==> src/rtl/ula_pkg.sv <==
// Shared types for the execute-stage ALU sequencer: opcodes, flag classes, FSM states.
package ula_pkg;

   localparam logic [4:0] OP_SOMA     = 5'b00000;
   localparam logic [4:0] OP_DESL_ESQ = 5'b01000;
   localparam logic [4:0] OP_DESL_DIR = 5'b01001;
   localparam logic [4:0] OP_ZERO     = 5'b10000;
   localparam logic [4:0] OP_PASSA_B  = 5'b10011;

   typedef enum logic [1:0] {TODAS, SCZ, SZ, NENHUMA} classe_flags_t;

   typedef enum logic [2:0] {OCIOSO, LEITURA, EXECUTA, ESCRITA, ERRO} estado_t;

   function automatic logic eh_deslocamento(input logic [4:0] op);
      return (op == OP_DESL_ESQ) || (op == OP_DESL_DIR);
   endfunction

endpackage

==> src/rtl/ula_sequenciador_if.sv <==
// Decode-to-execute instruction handshake; decode side is master, sequencer is slave.
// With ULA_IMEDIATO_EN the bus also carries an optional immediate for operand B.
interface ula_sequenciador_if #(
   parameter int BITS_REG = 3
`ifdef ULA_IMEDIATO_EN
   , parameter int BITS_PALAVRA = 16
`endif
) ();

   logic                inst_valida;
   logic                inst_pronta;
   logic [4:0]          inst_op;
   logic [BITS_REG-1:0] inst_rd;
   logic [BITS_REG-1:0] inst_ra;
   logic [BITS_REG-1:0] inst_rb;
   logic [3:0]          inst_desl;
`ifdef ULA_IMEDIATO_EN
   logic                    inst_usa_imediato;
   logic [BITS_PALAVRA-1:0] inst_imediato;
`endif

   modport master (
      output inst_valida, inst_op, inst_rd, inst_ra, inst_rb, inst_desl,
`ifdef ULA_IMEDIATO_EN
      output inst_usa_imediato, inst_imediato,
`endif
      input  inst_pronta
   );

   modport slave (
      input  inst_valida, inst_op, inst_rd, inst_ra, inst_rb, inst_desl,
`ifdef ULA_IMEDIATO_EN
      input  inst_usa_imediato, inst_imediato,
`endif
      output inst_pronta
   );

endinterface

==> src/rtl/ula_classe_flags.sv <==
// Combinational opcode decoder: flag-update class and opcode legality (also used by decode).
// Zero latency, no handshake.
module ula_classe_flags
   import ula_pkg::*;
(
   input  logic [4:0]    op,
   output classe_flags_t classe,
   output logic          legal
);

   always_comb begin
      classe = NENHUMA;
      legal  = 1'b1;
      case (op)
         OP_SOMA, 5'b00001, 5'b00011, 5'b00100, 5'b00101, 5'b00110:
            classe = TODAS;
         OP_DESL_ESQ, OP_DESL_DIR:
            classe = SCZ;
         OP_ZERO, OP_PASSA_B, 5'b11111:
            classe = NENHUMA;
         5'b00010, 5'b00111, 5'b01010, 5'b01011,
         5'b01100, 5'b01101, 5'b01110, 5'b01111:
            legal = 1'b0;
         // every remaining encoding is 1xxxx and updates S and Z only
         default:
            classe = SZ;
      endcase
   end

endmodule

==> src/rtl/ula_sequenciador.sv <==
// Sequences the shared ALU for one instruction: read, execute (1-bit shift steps), write back, flags.
// Retire at T+3 (shift N: T+2+N, illegal: T+1); busy means inst_pronta low. Option: ULA_IMEDIATO_EN.
module ula_sequenciador
   import ula_pkg::*;
#(
   parameter int BITS_PALAVRA = 16,
   parameter int BITS_REG     = 3
) (
   input  logic                    clock,
   input  logic                    reset,
   ula_sequenciador_if.slave       inst,
   output logic [BITS_REG-1:0]     rf_end_a,
   output logic [BITS_REG-1:0]     rf_end_b,
   input  logic [BITS_PALAVRA-1:0] rf_dado_a,
   input  logic [BITS_PALAVRA-1:0] rf_dado_b,
   output logic                    rf_escrita,
   output logic [BITS_REG-1:0]     rf_end_escrita,
   output logic [BITS_PALAVRA-1:0] rf_dado_escrita,
   output logic [BITS_PALAVRA-1:0] ula_operandoA,
   output logic [BITS_PALAVRA-1:0] ula_operandoB,
   output logic [4:0]              ula_controle,
   input  logic [BITS_PALAVRA-1:0] ula_resultado,
   input  logic                    ula_Z,
   input  logic                    ula_C,
   input  logic                    ula_S,
   input  logic                    ula_O,
   output logic                    flag_Z,
   output logic                    flag_C,
   output logic                    flag_S,
   output logic                    flag_O,
   output logic                    concluido,
   output logic                    erro
);

   estado_t             estado, prox;
   classe_flags_t       classe_in, classe_r;
   logic                legal_in;
   logic [4:0]          op_r;
   logic [BITS_REG-1:0] rd_r, ra_r, rb_r;
   logic [3:0]          cont_r;
   logic [BITS_PALAVRA-1:0] opa_r, opb_r, res_r;
   logic                amo_z, amo_c, amo_s, amo_o;
   logic                aceita, desloca_mais;
   logic                en_zs, en_c, en_o;
   logic [BITS_REG-1:0] end_b_in, end_b_r;
   logic [BITS_PALAVRA-1:0] dado_b;
`ifdef ULA_IMEDIATO_EN
   logic                    usa_imm_r;
   logic [BITS_PALAVRA-1:0] imm_r;
`endif

   ula_classe_flags u_classe (
      .op     (inst.inst_op),
      .classe (classe_in),
      .legal  (legal_in)
   );

   assign aceita       = (estado == OCIOSO) && inst.inst_valida;
   assign desloca_mais = eh_deslocamento(op_r) && (cont_r > 4'd1);

   assign en_zs = (classe_r != NENHUMA);
   assign en_c  = (classe_r == TODAS) || (classe_r == SCZ);
   assign en_o  = (classe_r == TODAS);

`ifdef ULA_IMEDIATO_EN
   assign end_b_in = inst.inst_usa_imediato ? '0 : inst.inst_rb;
   assign end_b_r  = usa_imm_r ? '0 : rb_r;
   assign dado_b   = usa_imm_r ? imm_r : rf_dado_b;
`else
   assign end_b_in = inst.inst_rb;
   assign end_b_r  = rb_r;
   assign dado_b   = rf_dado_b;
`endif

   always_ff @(posedge clock) begin
      if (reset) estado <= OCIOSO;
      else       estado <= prox;
   end

   always_comb begin
      prox = estado;
      case (estado)
         OCIOSO:  if (inst.inst_valida) prox = legal_in ? LEITURA : ERRO;
         LEITURA: prox = EXECUTA;
         EXECUTA: prox = desloca_mais ? EXECUTA : ESCRITA;
         ESCRITA: prox = OCIOSO;
         ERRO:    prox = OCIOSO;
         default: prox = OCIOSO;
      endcase
   end

   always_comb begin
      inst.inst_pronta = 1'b0;
      rf_escrita       = 1'b0;
      concluido        = 1'b0;
      erro             = 1'b0;
      ula_operandoA    = '0;
      ula_operandoB    = '0;
      ula_controle     = OP_ZERO;
      // addresses come straight from the bus while idle so read data is ready in LEITURA
      rf_end_a = (estado == OCIOSO) ? inst.inst_ra : ra_r;
      rf_end_b = (estado == OCIOSO) ? end_b_in : end_b_r;
      if (!reset) begin
         inst.inst_pronta = (estado == OCIOSO);
         rf_escrita       = (estado == ESCRITA);
         concluido        = (estado == ESCRITA) || (estado == ERRO);
         erro             = (estado == ERRO);
         if (estado == EXECUTA) begin
            ula_operandoA = opa_r;
            ula_operandoB = opb_r;
            ula_controle  = op_r;
         end
      end
   end

   always_ff @(posedge clock) begin
      if (reset) begin
         op_r     <= OP_ZERO;
         classe_r <= NENHUMA;
         rd_r     <= '0;
         ra_r     <= '0;
         rb_r     <= '0;
         cont_r   <= '0;
         opa_r    <= '0;
         opb_r    <= '0;
         res_r    <= '0;
         amo_z    <= 1'b0;
         amo_c    <= 1'b0;
         amo_s    <= 1'b0;
         amo_o    <= 1'b0;
         flag_Z   <= 1'b0;
         flag_C   <= 1'b0;
         flag_S   <= 1'b0;
         flag_O   <= 1'b0;
`ifdef ULA_IMEDIATO_EN
         usa_imm_r <= 1'b0;
         imm_r     <= '0;
`endif
      end else begin
         if (aceita) begin
            op_r     <= inst.inst_op;
            classe_r <= classe_in;
            rd_r     <= inst.inst_rd;
            ra_r     <= inst.inst_ra;
            rb_r     <= inst.inst_rb;
            cont_r   <= (inst.inst_desl == 4'd0) ? 4'd1 : inst.inst_desl;
`ifdef ULA_IMEDIATO_EN
            usa_imm_r <= inst.inst_usa_imediato;
            imm_r     <= inst.inst_imediato;
`endif
         end
         if (estado == LEITURA) begin
            opa_r <= rf_dado_a;
            opb_r <= dado_b;
         end
         if (estado == EXECUTA) begin
            res_r <= ula_resultado;
            amo_z <= ula_Z;
            amo_c <= ula_C;
            amo_s <= ula_S;
            amo_o <= ula_O;
            if (desloca_mais) begin
               opa_r  <= ula_resultado;
               cont_r <= cont_r - 4'd1;
            end
         end
         if (estado == ESCRITA) begin
            if (en_zs) begin
               flag_Z <= amo_z;
               flag_S <= amo_s;
            end
            if (en_c) flag_C <= amo_c;
            if (en_o) flag_O <= amo_o;
         end
      end
   end

   assign rf_end_escrita  = rd_r;
   assign rf_dado_escrita = res_r;

endmodule

==> src/flat_wrapper.sv <==
// flat-port wrapper written by rule: the top's interface ports become plain ports
module ula_sequenciador_flat import ula_pkg::*;
#(
   parameter int BITS_PALAVRA = 16,
   parameter int BITS_REG     = 3
)
  (clock, reset, rf_end_a, rf_end_b, rf_dado_a, rf_dado_b, rf_escrita, rf_end_escrita, rf_dado_escrita, ula_operandoA, ula_operandoB, ula_controle, ula_resultado, ula_Z, ula_C, ula_S, ula_O, flag_Z, flag_C, flag_S, flag_O, concluido, erro, inst_inst_valida, inst_inst_op, inst_inst_rd, inst_inst_ra, inst_inst_rb, inst_inst_desl, inst_inst_pronta);
  ula_sequenciador_if #(.BITS_REG(BITS_REG)) inst_i ();
  input  logic clock;
  input  logic reset;
  output logic [BITS_REG-1:0] rf_end_a;
  output logic [BITS_REG-1:0] rf_end_b;
  input  logic [BITS_PALAVRA-1:0] rf_dado_a;
  input  logic [BITS_PALAVRA-1:0] rf_dado_b;
  output logic rf_escrita;
  output logic [BITS_REG-1:0] rf_end_escrita;
  output logic [BITS_PALAVRA-1:0] rf_dado_escrita;
  output logic [BITS_PALAVRA-1:0] ula_operandoA;
  output logic [BITS_PALAVRA-1:0] ula_operandoB;
  output logic [4:0] ula_controle;
  input  logic [BITS_PALAVRA-1:0] ula_resultado;
  input  logic ula_Z;
  input  logic ula_C;
  input  logic ula_S;
  input  logic ula_O;
  output logic flag_Z;
  output logic flag_C;
  output logic flag_S;
  output logic flag_O;
  output logic concluido;
  output logic erro;
  input wire logic [$bits(inst_i.inst_valida)-1:0] inst_inst_valida;
  input wire logic [$bits(inst_i.inst_op)-1:0] inst_inst_op;
  input wire logic [$bits(inst_i.inst_rd)-1:0] inst_inst_rd;
  input wire logic [$bits(inst_i.inst_ra)-1:0] inst_inst_ra;
  input wire logic [$bits(inst_i.inst_rb)-1:0] inst_inst_rb;
  input wire logic [$bits(inst_i.inst_desl)-1:0] inst_inst_desl;
  output wire logic [$bits(inst_i.inst_pronta)-1:0] inst_inst_pronta;
  assign inst_i.inst_valida = inst_inst_valida;
  assign inst_i.inst_op = inst_inst_op;
  assign inst_i.inst_rd = inst_inst_rd;
  assign inst_i.inst_ra = inst_inst_ra;
  assign inst_i.inst_rb = inst_inst_rb;
  assign inst_i.inst_desl = inst_inst_desl;
  assign inst_inst_pronta = inst_i.inst_pronta;
  ula_sequenciador #(.BITS_PALAVRA(BITS_PALAVRA), .BITS_REG(BITS_REG)) u_core (.clock(clock), .reset(reset), .inst(inst_i), .rf_end_a(rf_end_a), .rf_end_b(rf_end_b), .rf_dado_a(rf_dado_a), .rf_dado_b(rf_dado_b), .rf_escrita(rf_escrita), .rf_end_escrita(rf_end_escrita), .rf_dado_escrita(rf_dado_escrita), .ula_operandoA(ula_operandoA), .ula_operandoB(ula_operandoB), .ula_controle(ula_controle), .ula_resultado(ula_resultado), .ula_Z(ula_Z), .ula_C(ula_C), .ula_S(ula_S), .ula_O(ula_O), .flag_Z(flag_Z), .flag_C(flag_C), .flag_S(flag_S), .flag_O(flag_O), .concluido(concluido), .erro(erro));
endmodule
==> config.mk <==
export PLATFORM = sky130hd
export DESIGN_NAME = ula_sequenciador_flat
export DESIGN_NICKNAME = d
export VERILOG_FILES = /design/src/rtl/ula_pkg.sv /design/src/rtl/ula_sequenciador_if.sv /design/src/rtl/ula_classe_flags.sv /design/src/rtl/ula_sequenciador.sv /design/src/flat_wrapper.sv
export SDC_FILE = /design/constraint.sdc
export NUM_CORES = 1
export LEC_CHECK = 0
export CAP_MARGIN = 0
export CORE_MARGIN = 4
export CORE_UTILIZATION = 33
export DETAILED_ROUTE_END_ITERATION = 7
export PLACE_DENSITY = 0.68
export SLEW_MARGIN = 30
export SYNTH_ARGS = -nofsm -noshare
export SYNTH_HDL_FRONTEND = slang
export SYNTH_SLANG_ARGS = --single-unit
==> constraint.sdc <==
create_clock -name clock -period 2 [get_ports clock]
set_clock_uncertainty 0.2 [all_clocks]
set_input_delay 0.2 -clock clock [delete_from_list [all_inputs] [get_ports clock]]
set_output_delay 0.2 -clock clock [all_outputs]
set_load 0.02 [all_outputs]
## Yosys cells after proc, flatten, opt, wreduce, memory -nomap -nowiden

Cells that the tools add are included.

- Memories kept: 0
- Memory bits (read-only): 0
- Bits in writable memories: 0
- Word-level logic and storage cells: 87
- Bits in latches: 0
- Flip-flop bits (word level): 79
- Output and inout port bits: 70
- Input port bits: 73

- Reductions and logical operators: 16
- Magnitude comparators: 1
- Div/mod/pow operators: 0
- $mul: 0
- Muxes and demuxes: 24
- Equality and inequality tests: 27
- Shifts and indexed selects: 0
- Bitwise gates (word level): 0
- Add/sub/neg operators: 1

Operators with widths:

| operator | number |
|---|---|
| 2-to-1 mux 16 bit | 7 |
| equality test 5 x 4 -> 1 bit, second input constant | 10 |
| equality test 5 x 3 -> 1 bit, second input constant | 4 |
| 2-to-1 mux 4 bit | 4 |
| equality test 5 bit, second input constant | 3 |
| 2-to-1 mux 3 bit | 4 |
| OR reduction 11 bit | 1 |
| equality test 5 x 2 -> 1 bit, second input constant | 2 |
| 2-to-1 mux 5 bit | 2 |
| one-hot mux 3 bit (3 select lines) | 1 |
| OR reduction 8 bit | 1 |
| equality test 3 x 2 -> 1 bit, second input constant | 2 |
| one-hot mux 2 bit (3 select lines) | 1 |
| AND reduction 2 bit | 3 |
| OR reduction 6 bit | 1 |
| equality test 5 x 1 -> 1 bit, second input constant | 1 |
| logical NOT 5 bit | 1 |
| 2-to-1 mux 1 bit | 5 |
| > comparator 4 x 1 -> 1 bit, second input constant | 1 |
| logical NOT 4 bit | 1 |
| inequality test 2 bit, second input constant | 2 |
| subtractor 4 x 1 -> 4 bit, second input constant | 1 |
| equality test 3 x 1 -> 1 bit, second input constant | 1 |
| equality test 3 bit, second input constant | 1 |
| 6 further kinds | 9 |

## Longest topological paths before layout

- Depth in word-level cells: 5
- Gate-level depth with buffers: 8
- Depth with buffers taken out: 6

## Modules after synthesis

A second synthesis with hierarchy kept.

- Cell total of the unflattened synthesis: 449
- Area total of the unflattened synthesis: 3509.6 µm²

By module, submodules not included:

| module | cells an instance | seq. area each (µm²) | area each (µm²) | instances |
|---|---|---|---|---|
| ula_sequenciador | 435 | 1581.5 | 3417.0 | 1 |
| ula_classe_flags | 14 | 0.0 | 92.6 | 1 |

## Worst setup path after synthesis

No wires, ideal clock.

- Path kind: register to output
- Start point: register u_core.estado[0]
- End point: output concluido
- Cell stages (with the launch flop): 4
- Path buffers: 1
- Data required time: 1600 ps
- Data arrival time: 1600 ps
- Setup slack: 0 ps
- Cell sequence: dfxtp_1 -> buf_4 -> nor4b_1 -> or2_2

- Word-level cells in the longest chain between the ends: 3
- Elaborated cells between the ends (all ways): 4
- Classes of those cells: eq/ne: 2; mux: 1; reduce/logical: 1

RTL lines:

| what | RTL line | source |
|---|---|---|
| start: declaration | ula_sequenciador.sv:35 | `estado_t estado, prox;` |
| start signal: assignment | ula_sequenciador.sv:77 | `else estado <= prox;` |
| equality test 3 x 2 -> 1 bit / equality test 3 bit (equally long branches) | ula_sequenciador.sv:106 | `concluido = (estado == ESCRITA) \|\| (estado == ERRO);` |
| logical OR 1 bit * | ula_sequenciador.sv:106 |  |
| 2-to-1 mux 1 bit * | ula_sequenciador.sv:103 | `if (!reset) begin` |
| end: declaration | flat_wrapper.sv:30 | `output logic concluido;` |

Mark *: on every way between the ends. The rest lies on a longest branch, timed or not.

## Final worst setup path

- Start point: register u_core.estado[0]
- End point: output ula_controle[4]

- Word-level cells in the longest chain between the ends: 3

RTL lines:

| what | RTL line | source |
|---|---|---|
| equality test 3 x 2 -> 1 bit | ula_sequenciador.sv:108 | `if (estado == EXECUTA) begin` |
| 2-to-1 mux 5 bit | ula_sequenciador.sv:108 |  |
| 2-to-1 mux 5 bit | ula_sequenciador.sv:103 |  |
| end: declaration | flat_wrapper.sv:20 | `output logic [4:0] ula_controle;` |

No other way between the ends.

==> impl_results.md <==
* Status: finished with violations
* Failing checks: setup timing
* Worst setup startpoint: u_core.estado[0]
* Fin worst setup slack at -0.01724 ns
* Hold Path Class: primary input to flip-flop
* Pin count of the biggest net entering global routing at 45
* Via density at 4.827
* CTS root buffer: clkbuf_8
* Core Region at 10,320 sq um
* Share of layout cells above drive strength 1 at 0.2443
* IO Pins at 143
* Dpl cells at 718
* Finished Core Util at 0.5421
* Most frequent cells after synthesis: nand2_1, dfxtp_1, a21oi_1
* DR DRC count at 0
* Most numerous cell in the Yosys netlist: nand2_1
* FILL cells at 947
* Syn. warnings at 0
* CP Cell Sequence: nor2_4, nand2_4, buf_4, buf_4, or3_4, buf_6
* H-tree levels at 3
* Slew at the pin closest to its max-slew limit at 0.4691 ns
* Worst EP arrival at 1.62 ns
* Yosys cell types at 40
* Worst R2R Setup Slack at 0.09 ns
* WP buf/inv at 3
* Crit Path Max Fanout at 4
* Syn_nets at 524
* Crit path capture type: output pin
* Syn Inst Count at 449
* Peak supply drop at 397.8 uV
* Chip width at 111.1 um
* Cell family with the largest share of critical-path delay: simple AND/OR/NAND/NOR gates
* Wire per inst at 15.18 um
* Clock Sinks at 79
* Synth area leaders: dfxtp_1, nand2_1, a21oi_1
* All-layer global routing usage at 0.1779
* Skew-Pair Late Insertion Delay at 0.35 ns
* Layout Cells excl Fill at 746
* GPL Wtd Cong at 0.8057
* Post-DP HPWL at 7856 um
* Via count at 3,601
* Max incr delay on CP at 0.37 ns
* GR Layer Usage met1 at 0.2146
* Die footprint at 12,350 sq um
* Slowest CP cell: dfxtp_4
* CP most frequent cell: buf_4
* Flops & latches, synth at 79
* CTS clock-pin slew for the worst setup and hold paths at 0.08 ns
* Leak at 2.163 nW
* Cell type with the highest aggregate area in the netlist: dfxtp_1
* Seq/Total Area, Yosys at 0.4506
* Port bufs at 142
* WP depth at 6
* M2 GR Usage at 0.3078
* Final net count at 680
* Sequential cell area at 1593 sq um
* Detailed-route wire length at 11,320 um
* GR Overflow Total at 0
* Met3 Use GR at 0.05677
* Slew HR at 0.6872
* P per Cell Area at 986.7 nW/um^2
* CP Capture Point: ula_controle[4]
* Final period utilization at 1.009
* Maximum Capacitance Violations at 0
* CTS tree: done
* Initial Util at 0.3400
* Synth top area share at 0.4506
* Syn Area/Cell at 7.817 sq um
* Synth Cell Area at 3510 sq um
* Final hold vios at 0
* R2r startpoint: u_core.estado[2]
* CP Class: flip-flop to output pin
* # rows at 37
* Cts hold-fix bufs at 0
* CTS max path bufs at 2
* Ys async rst share at 0
* Ant diodes at 0
* Number of global-route vias before repair at 3,485
* P&R area growth vs syn at 59.47%
* Grt peak-use layer: met2
* Most used DFF post-synth: dfxtp_1
* Drt initial violations at 177
* Max Transition Viols Final at 0
* Startpoint Class: flip-flop
* Fmax at 495.7 MHz
* TritonCTS buffer count at 9
* First-pass GRT wire length at 18,020 um
* Post-synth EDFFs at 0
* Die H at 111.1 um
* Post-layout min period at 2.017 ns
* Final setup fails at 2
* RSZ-0062 raised after global routing: true
* Area of the multi-input gates at 1888 sq um
* Pre-antenna DRT Iters at 6
* Worst Path Required at 1.60 ns
* Reg2reg end: u_core.estado[0]
* Antenna violations before repair at 0
* Post-DRT Antenna Nets at 0
* Register-to-Register Path Depth at 6
registers in the layout (all words and copies together) (netlist names):
signal                  flops
u_core.classe_r             2
u_core.amo_z                1
u_core.op_r                 5
u_core.amo_c                1
u_core.flag_S               1
u_core.amo_o                1
u_core.flag_O               1
u_core.cont_r               4
u_core.opa_r               16
u_core.opb_r               16
u_core.flag_C               1
u_core.amo_s                1
u_core.end_b_r              3
u_core.flag_Z               1
u_core.ra_r                 3
u_core.rf_dado_escrita     16
u_core.rf_end_escrita       3
u_core.estado               3
layer usage:
layer / part of all wire / routed length [um]
met1: 0.42 / 4753
met3: 0.056 / 631
met4: 0.017 / 194
met5: 0 / 0
met2: 0.51 / 5742
logic make-up after synthesis:
group / count (synthesis) / share of synthesized area
AOI/OAI and AO/OA: 87 / 0.1519
xor gates and xnor gates: 2 / 0.004992
adders and majority gates: 2 / 0.007129
buffers and inverters: 39 / 0.05312
DFF: 79 / 0.4506
muxes: 10 / 0.03066
and+or+nand+nor: 230 / 0.3016
worst min-delay path by stage:
stage / cells after the start / slack, ns / from / endpoint
after floorplan: 1 / 0.07 / inst_inst_op[4] / u_core.estado[2]
after global placement: 2 / 0.24 / u_core.opb_r[9] / u_core.opb_r[9]
after detailed placement: 2 / 0.24 / u_core.op_r[0] / u_core.op_r[0]
after CTS: 3 / 0.12 / reset / u_core.op_r[2]
after global routing: 3 / 0.14 / reset / u_core.flag_O
final: 3 / 0.15 / reset / u_core.flag_O
cell type report:
cell class                      instances  share of cell area
Clock buffer                           11             0.02526
Clock inverter                          5            0.006036
Inverter                                5            0.003353
Multi-Input combinational cell        331              0.3374
Sequential cell                        79              0.2846
Tap cell                              136             0.03040
Timing Repair Buffer                  179              0.3130
cell usage in the layout, fill, tap and decap left out, drive strengths merged, types with 5 or more instances in the layout:
cell / Yosys / final
a21oi: 56 / 56
a311oi: 17 / 17
and2: 36 / 36
buf: 13 / 82
clkbuf: 21 / 14
clkdlybuf4s50: 0 / 94
dfxtp: 79 / 79
inv: 5 / 5
mux2: 6 / 6
nand2: 137 / 137
nor2: 31 / 31
nor3: 6 / 6
through the flow:
stage                     power [mW]  setup TNS (ns)  instance area [sq um]  setup slack (ns)  hold slack (ns)
after CTS                      5.366          -1.743                   5341          -0.09573           0.1189
after global routing           5.874          -1.977                   5597           -0.1083           0.1397
after detailed placement       4.210          -2.035                   5197          -0.09118           0.2450
final                          5.522        -0.03098                   5597          -0.01724           0.1469
after floorplan                3.277               0                   3510         0.0001363          0.07101
after global placement         4.165         -0.8704                   5197          -0.05168           0.2406
what timing repair did:
action,CTS,global route
resized for setup,208,95
setup buffers,8,5
pin swaps,1,3
cloned,1,0
endpoints found under the setup margin,47,44
power breakdown:
| group | switching (mW) | total (mW) | internal (mW) |
|---|---|---|---|
| clock network | 0.589 | 1.07 | 0.483 |
| registers | 0.230 | 2.14 | 1.91 |
| logic | 1.19 | 2.31 | 1.12 |
worst register-to-register path, stage by stage (launching register included):
cell and delay (ns):
dfxtp_4 0.37, buf_4 0.17, or4b_4 0.55, buf_4 0.18, nor2_1 0.17, nor2_1 0.07, a21oi_1 0.13
No activity file was read; power rests on OpenSTA's default activity.
